## src/rtl/regfile_x31z.sv

```systemverilog
// Integer register file, 32 x N bits, X31 hard-wired to zero; build option REGFILE_WRITE_BYPASS_EN.
// Latency: reads are combinational (zero cycles); writes land on the rising edge of clk.
// Backpressure: none; a write is accepted on every edge where it is enabled.
module regfile_x31z #(
  parameter int N = 64
) (
  input  logic         clk,
  input  logic         reset,
  input  logic         we3,
  input  logic [4:0]   ra1,
  input  logic [4:0]   ra2,
  input  logic [4:0]   wa3,
  input  logic [N-1:0] wd3,
  output logic [N-1:0] rd1,
  output logic [N-1:0] rd2
);

  // Register count is fixed by the 5-bit address; X31 has no storage.
  localparam int NREGS = 32;
  localparam int NSTORE = NREGS - 1;
  localparam logic [4:0] XZR = 5'd31;

  logic [N-1:0] regs_q [0:NSTORE-1];
  logic [N-1:0] regs_d [0:NSTORE-1];

  // A write to XZR is discarded, so it never counts as a real write.
  logic wr_real;
  assign wr_real = we3 && (wa3 != XZR);

  // Next-state: reset reloads each register with its own index and beats any write.
  always_comb begin
    for (int i = 0; i < NSTORE; i++) begin
      if (reset) begin
        regs_d[i] = N'(i);
      end else if (wr_real && (wa3 == 5'(i))) begin
        regs_d[i] = wd3;
      end else begin
        regs_d[i] = regs_q[i];
      end
    end
  end

  // Storage update on the rising edge.
  always_ff @(posedge clk) begin
    for (int i = 0; i < NSTORE; i++) begin
      regs_q[i] <= regs_d[i];
    end
  end

`ifdef REGFILE_WRITE_BYPASS_EN
  // Same-cycle forwarding is suppressed during reset, since the write will not land.
  logic byp1, byp2;
  assign byp1 = !reset && wr_real && (ra1 == wa3);
  assign byp2 = !reset && wr_real && (ra2 == wa3);
`endif

  // Read port 1: XZR reads zero, otherwise stored value (or forwarded write data).
  always_comb begin
    rd1 = '0;
    if (ra1 != XZR) begin
      rd1 = regs_q[ra1];
    end
`ifdef REGFILE_WRITE_BYPASS_EN
    if (byp1) begin
      rd1 = wd3;
    end
`endif
  end

  // Read port 2: same behaviour as port 1.
  always_comb begin
    rd2 = '0;
    if (ra2 != XZR) begin
      rd2 = regs_q[ra2];
    end
`ifdef REGFILE_WRITE_BYPASS_EN
    if (byp2) begin
      rd2 = wd3;
    end
`endif
  end

endmodule

```

## config.mk

```make
export PLATFORM = sky130hd
export DESIGN_NAME = regfile_x31z
export DESIGN_NICKNAME = d
export VERILOG_FILES = /design/src/rtl/regfile_x31z.sv
export SDC_FILE = /design/constraint.sdc
export NUM_CORES = 2
export LEC_CHECK = 0
export ABC_CLOCK_PERIOD_IN_PS = 8600
export BUFFER_PORTS_ARGS = -buffer_cell sky130_fd_sc_hd__buf_2
export CORE_MARGIN = 2
export CORE_UTILIZATION = 57
export DETAILED_ROUTE_END_ITERATION = 10
export PLACE_DENSITY = 0.78
export SYNTH_ARGS = -nofsm -noshare
export SYNTH_HDL_FRONTEND = slang
export SYNTH_SLANG_ARGS = --single-unit
```

## constraint.sdc

```tcl
create_clock -name clk -period 8.6 [get_ports clk]
set_input_delay 1.72 -clock clk [delete_from_list [all_inputs] [get_ports clk]]
set_output_delay 1.72 -clock clk [all_outputs]
set_load 0.01 [all_outputs]
```

Word level (Yosys, flattened, before mapping)
Memory sizes are Yosys's and may differ from the RTL's.
Index checks and enable logic that the tools add are counted.
- eq/ne operators: 64
- muxes and demuxes: 64
- reductions and logical operators: 33
- operators with widths (operator ; count):
    $mux W64 ; 64
    $eq A5 B5 Y1 const B ; 15
    $ne A2 B2 Y1 const B ; 31
    $eq A5 B4 Y1 const B ; 8
    $logic_and A1 B1 Y1 ; 32
    $eq A5 B3 Y1 const B ; 4
    $ne A5 B5 Y1 const B ; 3
    $eq A5 B2 Y1 const B ; 2
    $eq A5 B1 Y1 const B ; 1
    $logic_not A5 Y1 ; 1
- flip-flop bits (word level): 0
- bits in writable memories: 1984
- bits of input ports: 82
- output and inout bits: 128
- logic and storage cells: 162
- memories kept: 1
- memories (memory ; words ; bits a word ; rd ports ; clocked after Yosys merged registers in ; write ports ; line ; RTL):
    regs_q ; 31 ; 64 ; 2 ; 0 ; 31 ; 23 ; logic [N-1:0] regs_q [0:NSTORE-1];

Longest topological paths before layout
- depth after elaboration: 5
- mapped depth: 10
- gate-level depth less buffers: 4

Worst setup path before layout
No wires, ideal clock.
- path type: input to register
- from: in wa3[3]
- to: mem regs_q[24][0], enable pin
- setup time: 0.661 ns
- data arrival time: 8.567 ns
- required time: 7.939 ns
- slack: -0.628 ns
- stages on the path: 3
- buffers on the path: 1
- cell sequence: clkbuf_1 nand2b_1 o41ai_1
- RTL lines (item ; line ; RTL):
    from (decl) ; 12 ; input logic [4:0] wa3,
    to (decl) ; 23 ;

Worst setup path after layout
- from: in ra2[2]
- to: out rd2[3]
- cells in the longest elaborated chain, start to end: 2
- elaborated cells on any way between the ends: 3
- classes of those cells: eq/ne (1); mux (1); memory (1)
- ends and longest elaborated chain (item ; line ; RTL):
    from (decl) ; 11 ; input logic [4:0] ra2,
    $mem_v2 Z31 W64 or $ne A5 B5 Y1 (tied branches) ; n/a ;
    $mux W64 (*) ; 73 ; if (ra2 != XZR) begin
    to (decl) ; 15 ; output logic [N-1:0] rd2
Mark *: on every way between the ends. The rest lies on a longest branch, timed or not.

==> key figures <==
Detailed routing
  – DRT antenna net count: 0
  – Met3 routed WL: 40400 um
  – Drt first pass iters: 6
  – M1 WL: between 90000 and 100000 um
  – Vias per std cell: about 7.5
  – 1st-iter DRT viols: ~10000
  – DR top layer: met5
  – DRC Markers: 0
  – WL/cell: between 30 and 40 um
  – Wirelength, routed: between 200000 and 300000 um
  – Vias: 55900
  – Met2 Routed Length: between 100000 and 150000 um

Cells and area
  – Largest regs: regs_q (1984)
  – Post-Layout Cell Count: around 7400
  – Max reg flops: slightly below 2000
  – Top reg by flops: regs_q
  – Share of cells above drive strength 1: 0.310
  – Area Overhead vs Synth: 11.0%
  – Nets: between 5000 and 6000
  – Finished Cell Area: 0.103 sq mm
  – Most frequent cells in the layout: edfxtp_1 (1984), mux4_2 (828), mux2i_1 (439), clkbuf_16 (202), buf_2 (198)
  – Filler cells: 10700
  – Commonest non-fill, non-tap cell in the layout: edfxtp_1

Timing
  – Fin. max-slew vios: 0
  – Sum Neg Setup Slack: 0 ps
  – WHS: between 1000 and 1500 ps
  – Final Hold Viols: 0
  – Slew HR: 0.106
  – Min Clock Period, post-route: around 7000 ps
  – Least-Margin Pin Slew: around 1300 ps
  – Period utilization: 0.803
  – # setup viols final: 0
  – Fmax: between 100 and 150 MHz
  – RSZ-0062 raised after global routing: no

Clocking
  – Total clock sinks: between 1500 and 2000
  – Post-CTS sizing: 0
  – Root Driver: clkbuf_16
  – Post-CTS Setup Bufs: 0
  – CTS H-tree depth: 4
  – Clk pin slew, worst setup/hold paths: about 60 ps
  – CTS Buf Count: 197
  – CTS tree: yes
  – Count of hold-fix buffers inserted at cts: 0
  – Clock Tree Buf Depth: 3

Setup path
  – CP required: 6880 ps
  – CP Max Fanout: around 130
  – CP endpoint kind: primary output
  – CP Class: in -> out
  – Setup crit start kind: input port
  – WP data arrival: 5180 ps

Place
  – Detailed placer's ending HPWL: roughly 150000 um
  – Placed cell areas: around 0.097 sq mm
  – Port Buffers: 209
  – Gpl congestion: 0.824
  – Placed cell count: 7051

Synthesis
  – Post-synthesis register bit count: a little under 2000
  – Synth cell types: 49
  – Mapped Area: a little over 0.09 sq mm
  – Number of synthesized flops with an enable pin: 1984
  – Synth Flop Type: edfxtp_1
  – Post-synthesis sequential area ratio: 0.643
  – Mapped Cells: between 4000 and 5000
  – Xor and xnor area share after synthesis: 0
  – Ys async rst share: 0
  – Largest family of logic cells by synthesized area: multiplexers
  – Simple-gate share of the synthesized area: 0.0281
  – Syn Area/Cell: between 15 and 20 sq um
  – Syn nets: ~5000
  – Post-synthesis adder-cell area fraction: 0
  – Compound-Gate Fraction of Synth Area: 0.0507
  – Mux share of post-synthesis cell area: 0.257
  – Ys Warns: 0

Global route
  – Largest net degree at the start of global routing: between 100 and 150
  – GRT Resource Usage Total: 0.334
  – Vias in the first global route: between 50000 and 60000
  – First-pass GRT wire length: around 400000 um
  – Antenna violations before repair: 13
  – Grt total ovfl: 0

Floorplanning
  – Die Y: 407 um
  – Initial Utilization: 0.575
  – Row Count: ~150
  – Die Width: ~410 um
  – Core area: between 0.15 and 0.2 sq mm
  – Die area: about 0.17 sq mm
  – IO Count: 210

Hold path
  – Hold depth: 2
  – Hold Path Class: in -> reg
  – Hold path start: wd3[4]
  – Hold EP: regs_q[21][4]$_SDFFCE_PP1P_

Job
  – Max-cap violations: 0

Power and ir drop
  – Power per cell area: ~230 mW/mm^2
  – Peak supply drop: 0.000219 V
  – Leak Pwr: between 30 and 40 nW

Outcome
  – Status: complete, no violations
==> cells by family after synthesis <==
family,count (synthesis)
compound gates,636
flops,1984
mux,1333
buf+inv,407
simple gates,550
==> worst max path at each step <==
stage | from | to | slack (ps)
after global routing | ra2[2] | rd2[3] | 1730
final | ra2[2] | rd2[3] | 1700
after CTS | ra2[2] | rd2[63] | 1770
after detailed placement | ra2[2] | rd2[63] | 1780
after global placement | ra2[2] | rd2[3] | 1830
after floorplan | wa3[0] | regs_q[17][0]$_SDFFCE_PP1P_ | 800
==> power by group <==
| group | total (mW) | internal, mW | switching (mW) |
|---|---|---|---|
| Sequential | 12.0 | 11.6 | 0.408 |
| Combinational | 3.06 | 1.32 | 1.74 |
| Clock | 8.54 | 4.86 | 3.68 |
| Total | 23.6 | 17.8 | 5.83 |
==> per-stage QoR <==
stage,worst slack [ps],utilization,power (mW)
after floorplan,797,-,14.0
after global placement,1830,0.599,15.0
after detailed placement,1780,0.599,15.2
after CTS,1770,0.638,23.5
after global routing,1730,0.638,24.1
final,1700,0.638,23.6
==> cells in the mapped netlist (all sizes together), types with 17 or more instances <==
cell | n | share of area
nand3 | 17 | 0.00092
mux2i | 439 | 0.047
nand2 | 168 | 0.0068
a22o | 99 | 0.0094
o221ai | 26 | 0.0025
mux2 | 66 | 0.0080
a21oi | 51 | 0.0028
o211ai | 40 | 0.0032
a211o | 57 | 0.0054
o32ai | 26 | 0.0025
nand2b | 62 | 0.0042
or3 | 21 | 0.0014
buf | 245 | 0.015
o22ai | 92 | 0.0062
clkbuf | 156 | 0.0063
nor2b | 75 | 0.0051
o21ai | 103 | 0.0056
o32a | 47 | 0.0051
mux4 | 828 | 0.20
edfxtp | 1984 | 0.64
and2 | 28 | 0.0019
nor2 | 160 | 0.0065
a211oi | 34 | 0.0028
==> layer usage <==
metal  GRT usage  up-vias
li1            -    21300
met1       0.460    28800
met2       0.507     4908
met3      0.0898      857
met4       0.153        8
met5           0        -
==> final cells by class <==
type / instances / area [sq um] / area share
multi-input cells: 2519 / 31500 / 0.306
inverters: 6 / 32.5 / 0.000316
clock inverters: 115 / 1090 / 0.0106
diodes: 3 / 7.51 / 0.0000730
repair buffers: 382 / 2720 / 0.0264
flip-flops and latches: 1984 / 59600 / 0.579
well taps: 2160 / 2700 / 0.0263
clock buffers: 247 / 5220 / 0.0508
==> critical path: stages <==
cell      delay, ps
buf_8           350
buf_12          700
buf_4           660
mux4_2          320
a22oi_1         110
a221oi_1        870
buf_2           290
(Power assumes the default switching activity.)
